**config.mk**
```make
export PLATFORM = sky130hd
export DESIGN_NAME = sram_req_arbiter
export DESIGN_NICKNAME = d
export VERILOG_FILES = /design/src/rtl/sram_req_arbiter_pkg.sv /design/src/rtl/sram_req_arbiter_order_fifo.sv /design/src/rtl/sram_req_arbiter.sv
export SDC_FILE = /design/constraint.sdc
export NUM_CORES = 1
export LEC_CHECK = 0
export CELL_PAD_IN_SITES_DETAIL_PLACEMENT = 0
export CELL_PAD_IN_SITES_GLOBAL_PLACEMENT = 2
export CORE_ASPECT_RATIO = 1.2
export CORE_UTILIZATION = 12
export DETAILED_ROUTE_END_ITERATION = 10
export PLACE_DENSITY_LB_ADDON = 0.25
export SLEW_MARGIN = 20
export SYNTH_ARGS = -nofsm -noshare
export SYNTH_HDL_FRONTEND = slang
export SYNTH_SLANG_ARGS = --single-unit
```
**constraint.sdc**
```tcl
create_clock -name clk -period 3.35 [get_ports clk]
set_input_delay 0.8375 -clock clk [delete_from_list [all_inputs] [get_ports clk]]
set_output_delay 0.8375 -clock clk [all_outputs]
set_load 0.05 [all_outputs]
```
**src/rtl/sram_req_arbiter_pkg.sv**
```systemverilog
// Shared encodings for the sram request arbiter: FSM states, requester ids and
// transfer size codes.
package sram_req_arbiter_pkg;

    typedef enum logic [1:0] {
        ARB_IDLE   = 2'd0,
        ARB_LOCK_I = 2'd1,
        ARB_LOCK_D = 2'd2
    } arb_state_t;

    localparam logic ARB_ID_INST = 1'b0;
    localparam logic ARB_ID_DATA = 1'b1;

    localparam logic [1:0] ARB_SIZE_BYTE = 2'd0;
    localparam logic [1:0] ARB_SIZE_HALF = 2'd1;
    localparam logic [1:0] ARB_SIZE_WORD = 2'd2;

endpackage

```
**src/rtl/sram_req_arbiter_order_fifo.sv**
```systemverilog
// Order FIFO remembering which requester owns each outstanding transaction,
// oldest at the head. DEPTH must be a power of two so the pointers wrap freely.
module sram_req_arbiter_order_fifo #(
    parameter int DEPTH = 4
) (
    input  logic clk,
    input  logic resetn,
    input  logic push,
    input  logic push_id,
    input  logic pop,
    output logic full,
    output logic empty,
    output logic head
);
    localparam int PTR_W = $clog2(DEPTH);

    logic [DEPTH-1:0] ids;
    logic [PTR_W-1:0] wr_ptr;
    logic [PTR_W-1:0] rd_ptr;
    logic [PTR_W:0]   count;

    always_ff @(posedge clk) begin
        if (!resetn) begin
            ids    <= '0;
            wr_ptr <= '0;
            rd_ptr <= '0;
            count  <= '0;
        end else begin
            if (push) begin
                ids[wr_ptr] <= push_id;
                wr_ptr      <= wr_ptr + 1'b1;
            end
            if (pop) begin
                rd_ptr <= rd_ptr + 1'b1;
            end
            if (push && !pop) begin
                count <= count + 1'b1;
            end else if (pop && !push) begin
                count <= count - 1'b1;
            end
        end
    end

    assign full  = (count == (PTR_W + 1)'(DEPTH));
    assign empty = (count == '0);
    assign head  = ids[rd_ptr];

endmodule

```
**src/rtl/sram_req_arbiter.sv**
```systemverilog
// Shares one sram-like port between instruction fetch and data requesters.
// Define ARB_RR_EN for round-robin tie-breaking; default is data-over-inst priority.
module sram_req_arbiter #(
    parameter int DEPTH = 4,
    parameter int CNT_W = 4
) (
    input  logic             clk,
    input  logic             resetn,
    input  logic             inst_req,
    input  logic             inst_wr,
    input  logic [1:0]       inst_size,
    input  logic [31:0]      inst_addr,
    input  logic [3:0]       inst_wstrb,
    input  logic [31:0]      inst_wdata,
    output logic             inst_addr_ok,
    output logic             inst_data_ok,
    output logic [31:0]      inst_rdata,
    input  logic             data_req,
    input  logic             data_wr,
    input  logic [1:0]       data_size,
    input  logic [31:0]      data_addr,
    input  logic [3:0]       data_wstrb,
    input  logic [31:0]      data_wdata,
    output logic             data_addr_ok,
    output logic             data_data_ok,
    output logic [31:0]      data_rdata,
    output logic             mem_req,
    output logic             mem_wr,
    output logic [1:0]       mem_size,
    output logic [31:0]      mem_addr,
    output logic [3:0]       mem_wstrb,
    output logic [31:0]      mem_wdata,
    input  logic             mem_addr_ok,
    input  logic             mem_data_ok,
    input  logic [31:0]      mem_rdata,
    output logic [CNT_W-1:0] inst_io_cnt,
    output logic [CNT_W-1:0] data_io_cnt
);
    import sram_req_arbiter_pkg::*;

    arb_state_t state;
    logic       fifo_full;
    logic       fifo_empty;
    logic       fifo_head;
    logic       grant_valid;
    logic       grant_id;
    logic       accept;
    logic       resp;

`ifdef ARB_RR_EN
    logic last_grant;
`endif

    // A locked grant keeps the port on one requester until the downstream accepts it.
    always_comb begin
        grant_valid = 1'b0;
        grant_id    = ARB_ID_DATA;
        case (state)
            ARB_IDLE: begin
                if (!fifo_full && (inst_req || data_req)) begin
                    grant_valid = 1'b1;
`ifdef ARB_RR_EN
                    if (inst_req && data_req) begin
                        grant_id = (last_grant == ARB_ID_DATA) ? ARB_ID_INST : ARB_ID_DATA;
                    end else begin
                        grant_id = data_req ? ARB_ID_DATA : ARB_ID_INST;
                    end
`else
                    grant_id = data_req ? ARB_ID_DATA : ARB_ID_INST;
`endif
                end
            end
            ARB_LOCK_I: begin
                grant_valid = inst_req;
                grant_id    = ARB_ID_INST;
            end
            ARB_LOCK_D: begin
                grant_valid = data_req;
                grant_id    = ARB_ID_DATA;
            end
            default: ;
        endcase
    end

    assign mem_req   = grant_valid;
    assign mem_wr    = (grant_id == ARB_ID_DATA) ? data_wr    : inst_wr;
    assign mem_size  = (grant_id == ARB_ID_DATA) ? data_size  : inst_size;
    assign mem_addr  = (grant_id == ARB_ID_DATA) ? data_addr  : inst_addr;
    assign mem_wstrb = (grant_id == ARB_ID_DATA) ? data_wstrb : inst_wstrb;
    assign mem_wdata = (grant_id == ARB_ID_DATA) ? data_wdata : inst_wdata;

    assign accept       = mem_req && mem_addr_ok;
    assign resp         = mem_data_ok && !fifo_empty;
    assign inst_addr_ok = accept && (grant_id == ARB_ID_INST);
    assign data_addr_ok = accept && (grant_id == ARB_ID_DATA);
    assign inst_data_ok = resp && (fifo_head == ARB_ID_INST);
    assign data_data_ok = resp && (fifo_head == ARB_ID_DATA);
    assign inst_rdata   = inst_data_ok ? mem_rdata : 32'd0;
    assign data_rdata   = data_data_ok ? mem_rdata : 32'd0;

    sram_req_arbiter_order_fifo #(
        .DEPTH (DEPTH)
    ) u_order_fifo (
        .clk     (clk),
        .resetn  (resetn),
        .push    (accept),
        .push_id (grant_id),
        .pop     (resp),
        .full    (fifo_full),
        .empty   (fifo_empty),
        .head    (fifo_head)
    );

    always_ff @(posedge clk) begin
        if (!resetn) begin
            state       <= ARB_IDLE;
            inst_io_cnt <= '0;
            data_io_cnt <= '0;
`ifdef ARB_RR_EN
            last_grant  <= ARB_ID_DATA;
`endif
        end else begin
            case (state)
                ARB_IDLE: begin
                    if (grant_valid && !mem_addr_ok) begin
                        state <= (grant_id == ARB_ID_INST) ? ARB_LOCK_I : ARB_LOCK_D;
                    end
                end
                ARB_LOCK_I, ARB_LOCK_D: begin
                    if (mem_addr_ok) begin
                        state <= ARB_IDLE;
                    end
                end
                default: state <= ARB_IDLE;
            endcase

            if (inst_addr_ok && !inst_data_ok) begin
                inst_io_cnt <= inst_io_cnt + 1'b1;
            end else if (!inst_addr_ok && inst_data_ok) begin
                inst_io_cnt <= inst_io_cnt - 1'b1;
            end

            if (data_addr_ok && !data_data_ok) begin
                data_io_cnt <= data_io_cnt + 1'b1;
            end else if (!data_addr_ok && data_data_ok) begin
                data_io_cnt <= data_io_cnt - 1'b1;
            end
`ifdef ARB_RR_EN
            if (accept) begin
                last_grant <= grant_id;
            end
`endif
        end
    end

endmodule

```
==> results.md <==
- The worst setup path is captured at a primary output.
- The internal power of the cells totals 1.89 mW.
- For this run, the number of Yosys warnings is 0.
- The proportion of register bits with asynchronous set or reset after synthesis is 0%.
- The region available for standard cell placement spans 0.0211 mm2.
- The minimum clock period is 3300 ps.
- After Yosys synthesis, full adders, half adders and majority gates account for 9.49% of the synthesized area.
- The total vias in the final route is 3,369.
- In this run the remaining antenna-violating nets after routing total 0.
- The predominant post-synthesis flop cell is dfxtp_1.
- The cell sitting at the root of the clock tree is a clkbuf_16.
- The biggest area consumer among synthesized cells is mux2_2.
- The final setup violation count is 0.
- After synthesis the netlist holds a flip-flop and latch count of 21.
- In this run, CTS created clock tree buffers numbering 3.
- Of the total synthesized cell area, the portion taken by AND, OR, NAND and NOR gates is 26.2%.
- After detailed placement, the total cell area comes to 0.00688 mm2.
- Sorting the synthesized cells by area gives the leading types as mux2_2, dfxtp_1, and2_1.
- The worst setup path is launched from an input pin.
- The share of total power dissipated in combinational logic is 82.6%.
- TritonCTS built the clock tree.
- The area added between synthesis and finish is 168%.
- The setup skew after layout is 3.34 ps.
- Entering global routing, the biggest net connects 42 pins.
- Routability-driven placement finished with a final weighted congestion of 0.816.
- In this run the power spent charging and discharging nets is 1.97 mW.
- The commonest cells after synthesis are mux2_2, and2_1, and3_1.
- The wire length per cell after detailed routing is 16.4 um.
- The type of the worst min-delay path is flip-flop to flip-flop.
- For the pin with the worst max-slew slack, the measured transition is 507 ps.
- The count of flip-flops with a built-in enable after synthesis is 0.
- Input and output buffers added on the ports amount to 327.
- The number of hold violations in the final report was 0.
- The largest fanout on the critical path is 20.
- Sequential cells were found to cover 16.1% of the synthesized design area.
- The first global-routing pass estimated 20,200 um of wire.
- The total DRC errors in the routed layout is 0.
- The number of design-rule violations left by the first detailed-router iteration is 116.
- The final total negative setup slack is 0 ps.
- The width of the die is 137 um.
- The critical setup path kind is input pin to primary output.
- The combinational family with the most area after synthesis is multiplexers.
- Setup repair after global routing could not meet its margin everywhere.
- From bottom edge to top edge, the die measures 164 um.
- The count of final max-slew check failures came to 0.
- For this configuration, the core starts out at a cell density of 12.4%.
- The complex-gate fraction of the synthesized area is 5.27%.
- The clock network fraction of design power is 6.6%.
- After synthesis the cells add up to 0.00261 mm2.
- The number of global-route vias before repair was 3,399.
- Max-cap violations in this run came to 0.
- At the worst endpoint, the arrival time is 2460 ps.
- The relative slew slack is 66.1%.
- The first detailed-routing pass took 6 iterations.
- The net count after synthesis is 496.
- Clock tree synthesis found a total of 21 sinks.
- The half-perimeter wire length after placement is 12,500 um.
- The number of diodes is 0.
- The number of cell rows is 58.
- The post-synthesis xor/xnor area fraction is 2.68%.
- The flow ran to the end, and the final reports show no timing, DRC or antenna violations.
- Across the VDD grid, the largest voltage drop is 447 uV.
- After clock tree synthesis, the clock-pin slew on the worst setup and hold paths is 60 ps.
- The multiplexer share of the synthesized area is 34.9%.
- The area share of the largest cell type after synthesis is 28.5%.
- The share of total power dissipated in sequential elements is 10.8%.
- Cells with a size suffix above 1 make up 39.3% of the layout.
- The total power divided by cell area is 551 mW/mm2.
- After technology mapping, the gate count stands at 298.
- The analysis attributes to cell leakage a power of 2.94 nW.
- The H-tree depth is 1.
- Counting along the longest clock path gives a buffer depth of 2.
- For the worst setup path, the data required time is 2510 ps.
- For the worst-skew pair, the clock arrives at the later sink with an insertion delay of 250 ps.
- Wires add up to 14,700 um.
- Dividing the detail-routed via count by the number of cells gives 3.75.
- The initial antenna violation count is 0.
- The total global-route track usage is 11.8%.
- The final standard cell area without fillers is 0.00701 mm2.
- Dividing the final minimum period by the clock period gives 98.4%.
- After global routing the overflow that remains totals 0.
- The die footprint is 0.0224 mm2.
- The synthesized area per cell is 8.76 um2.
- The most instantiated library cell after synthesis is mux2_2.
- The tightest hold path in the finished design has a slack of 464 ps.
- The distinct cell type count after synthesis is 41.
- In the final design database the tool counted 828 nets.
- The switching power share of the total is 51.0%.
- Static timing analysis puts the maximum clock frequency at 0.303 GHz.
- The count of pins on the block boundary is 328.
==> placed cells by master, fill, tap and decap left out, types with 2 or more instances in the layout <==
cell type          n
nor2_1            15
a21oi_1            4
inv_1             11
fa_1               3
a31oi_1            3
nand2_1            9
mux2_1             5
xnor2_1            3
buf_4             87
buf_6              2
nand4_1            2
xor2_1             5
clkdlybuf4s50_1  186
nand3_1            8
ha_1              13
a211oi_1           2
mux2_2            65
clkbuf_16          4
nand2b_1           4
mux2i_1            9
and3_1            32
buf_12            71
o21ai_0            2
dfxtp_1           21
and2_1            33
==> worst paths after layout <==
| kind | start | endpoint | slack (ps) | depth (start not counted) |
|---|---|---|---|---|
| setup reg to reg | state[1]$_SDFFE_PN0P_ | data_io_cnt[3]$_SDFFE_PN0P_ | 500 | 13 |
| hold / removal | u_order_fifo.ids[0]$_SDFFE_PN0P_ | u_order_fifo.ids[0]$_SDFFE_PN0P_ | 460 | 2 |
| hold reg to reg | u_order_fifo.ids[0]$_SDFFE_PN0P_ | u_order_fifo.ids[0]$_SDFFE_PN0P_ | 460 | 2 |
| setup / recovery | data_req | mem_wdata[15] | 50 | 6 |
==> cells by family (layout without fill, tap and decap cells) <==
| group | count (synthesis) | in the layout |
|---|---|---|
| AOI/OAI and AO/OA | 20 | 20 |
| xor gates and xnor gates | 8 | 8 |
| adders and majority gates | 18 | 18 |
| buffers and inverters | 34 | 365 |
| DFF | 21 | 21 |
| muxes | 81 | 81 |
| and+or+nand+nor | 116 | 116 |
==> flip-flops by register name (all words and copies together) (netlist names) <==
| register | count |
|---|---|
| data_io_cnt | 4 |
| inst_io_cnt | 4 |
| u_order_fifo.ids | 4 |
| u_order_fifo.rd_ptr | 2 |
| u_order_fifo.count | 3 |
| u_order_fifo.wr_ptr | 2 |
| state | 2 |
==> power by group through the flow <==
stage	combinational, mW	clock [mW]	sequential [mW]
6_report	3.18	0.257	0.416
5_1_grt	3.36	0.280	0.433
4_1_cts	3.19	0.268	0.418
3_5_place_dp	3.18	0	0.421
3_3_place_gp	3.16	0	0.420
2_1_floorplan	1.72	0	0.536
==> cell type report <==
cell class                 instances  area, um2
fill                            2128      14100
timing repair buffer             349       4010
multi-input combinational        243       2120
sequential                        21        420
tap                              270        338
clock buffer                       3       75.1
inverter                          12       45.0
clock inverter                     1       5.00
==> layer usage <==
metal	vias to the layer above	track usage (%)	routed length [um]
met3	2	1.46	744
met1	1548	14.4	5950
met2	107	22.7	7980
li1	1712	-	-
met4	0	0.758	24
met5	-	0	0
==> what timing repair did <==
item	in CTS	in global routing
cloned	0	1
hold buffers	0	0
resized for setup	3	4
endpoints found under the setup margin	21	52
buffers inserted	0	0
==> worst max-delay path, cell delays in order <==
cell             delay [ps]
clkdlybuf4s50_1         460
nand4bb_4               240
nand2_4                 150
buf_8                   200
mux2_2                  370
buf_4                   190
==> per-stage QoR <==
step | utilization (%) | instances | power (mW) | setup WS [ps]
floorplan | - | 298 | 2.25 | 6.25
global placement | 32.6 | 894 | 3.58 | 12.5
detailed placement | 32.6 | 894 | 3.60 | -21.2
global route | 33.2 | 899 | 4.07 | -14.2
CTS | 33.0 | 898 | 3.88 | 3.16
finish | 33.2 | 899 | 3.86 | 53.3
Power figures use the tool's default switching activity.
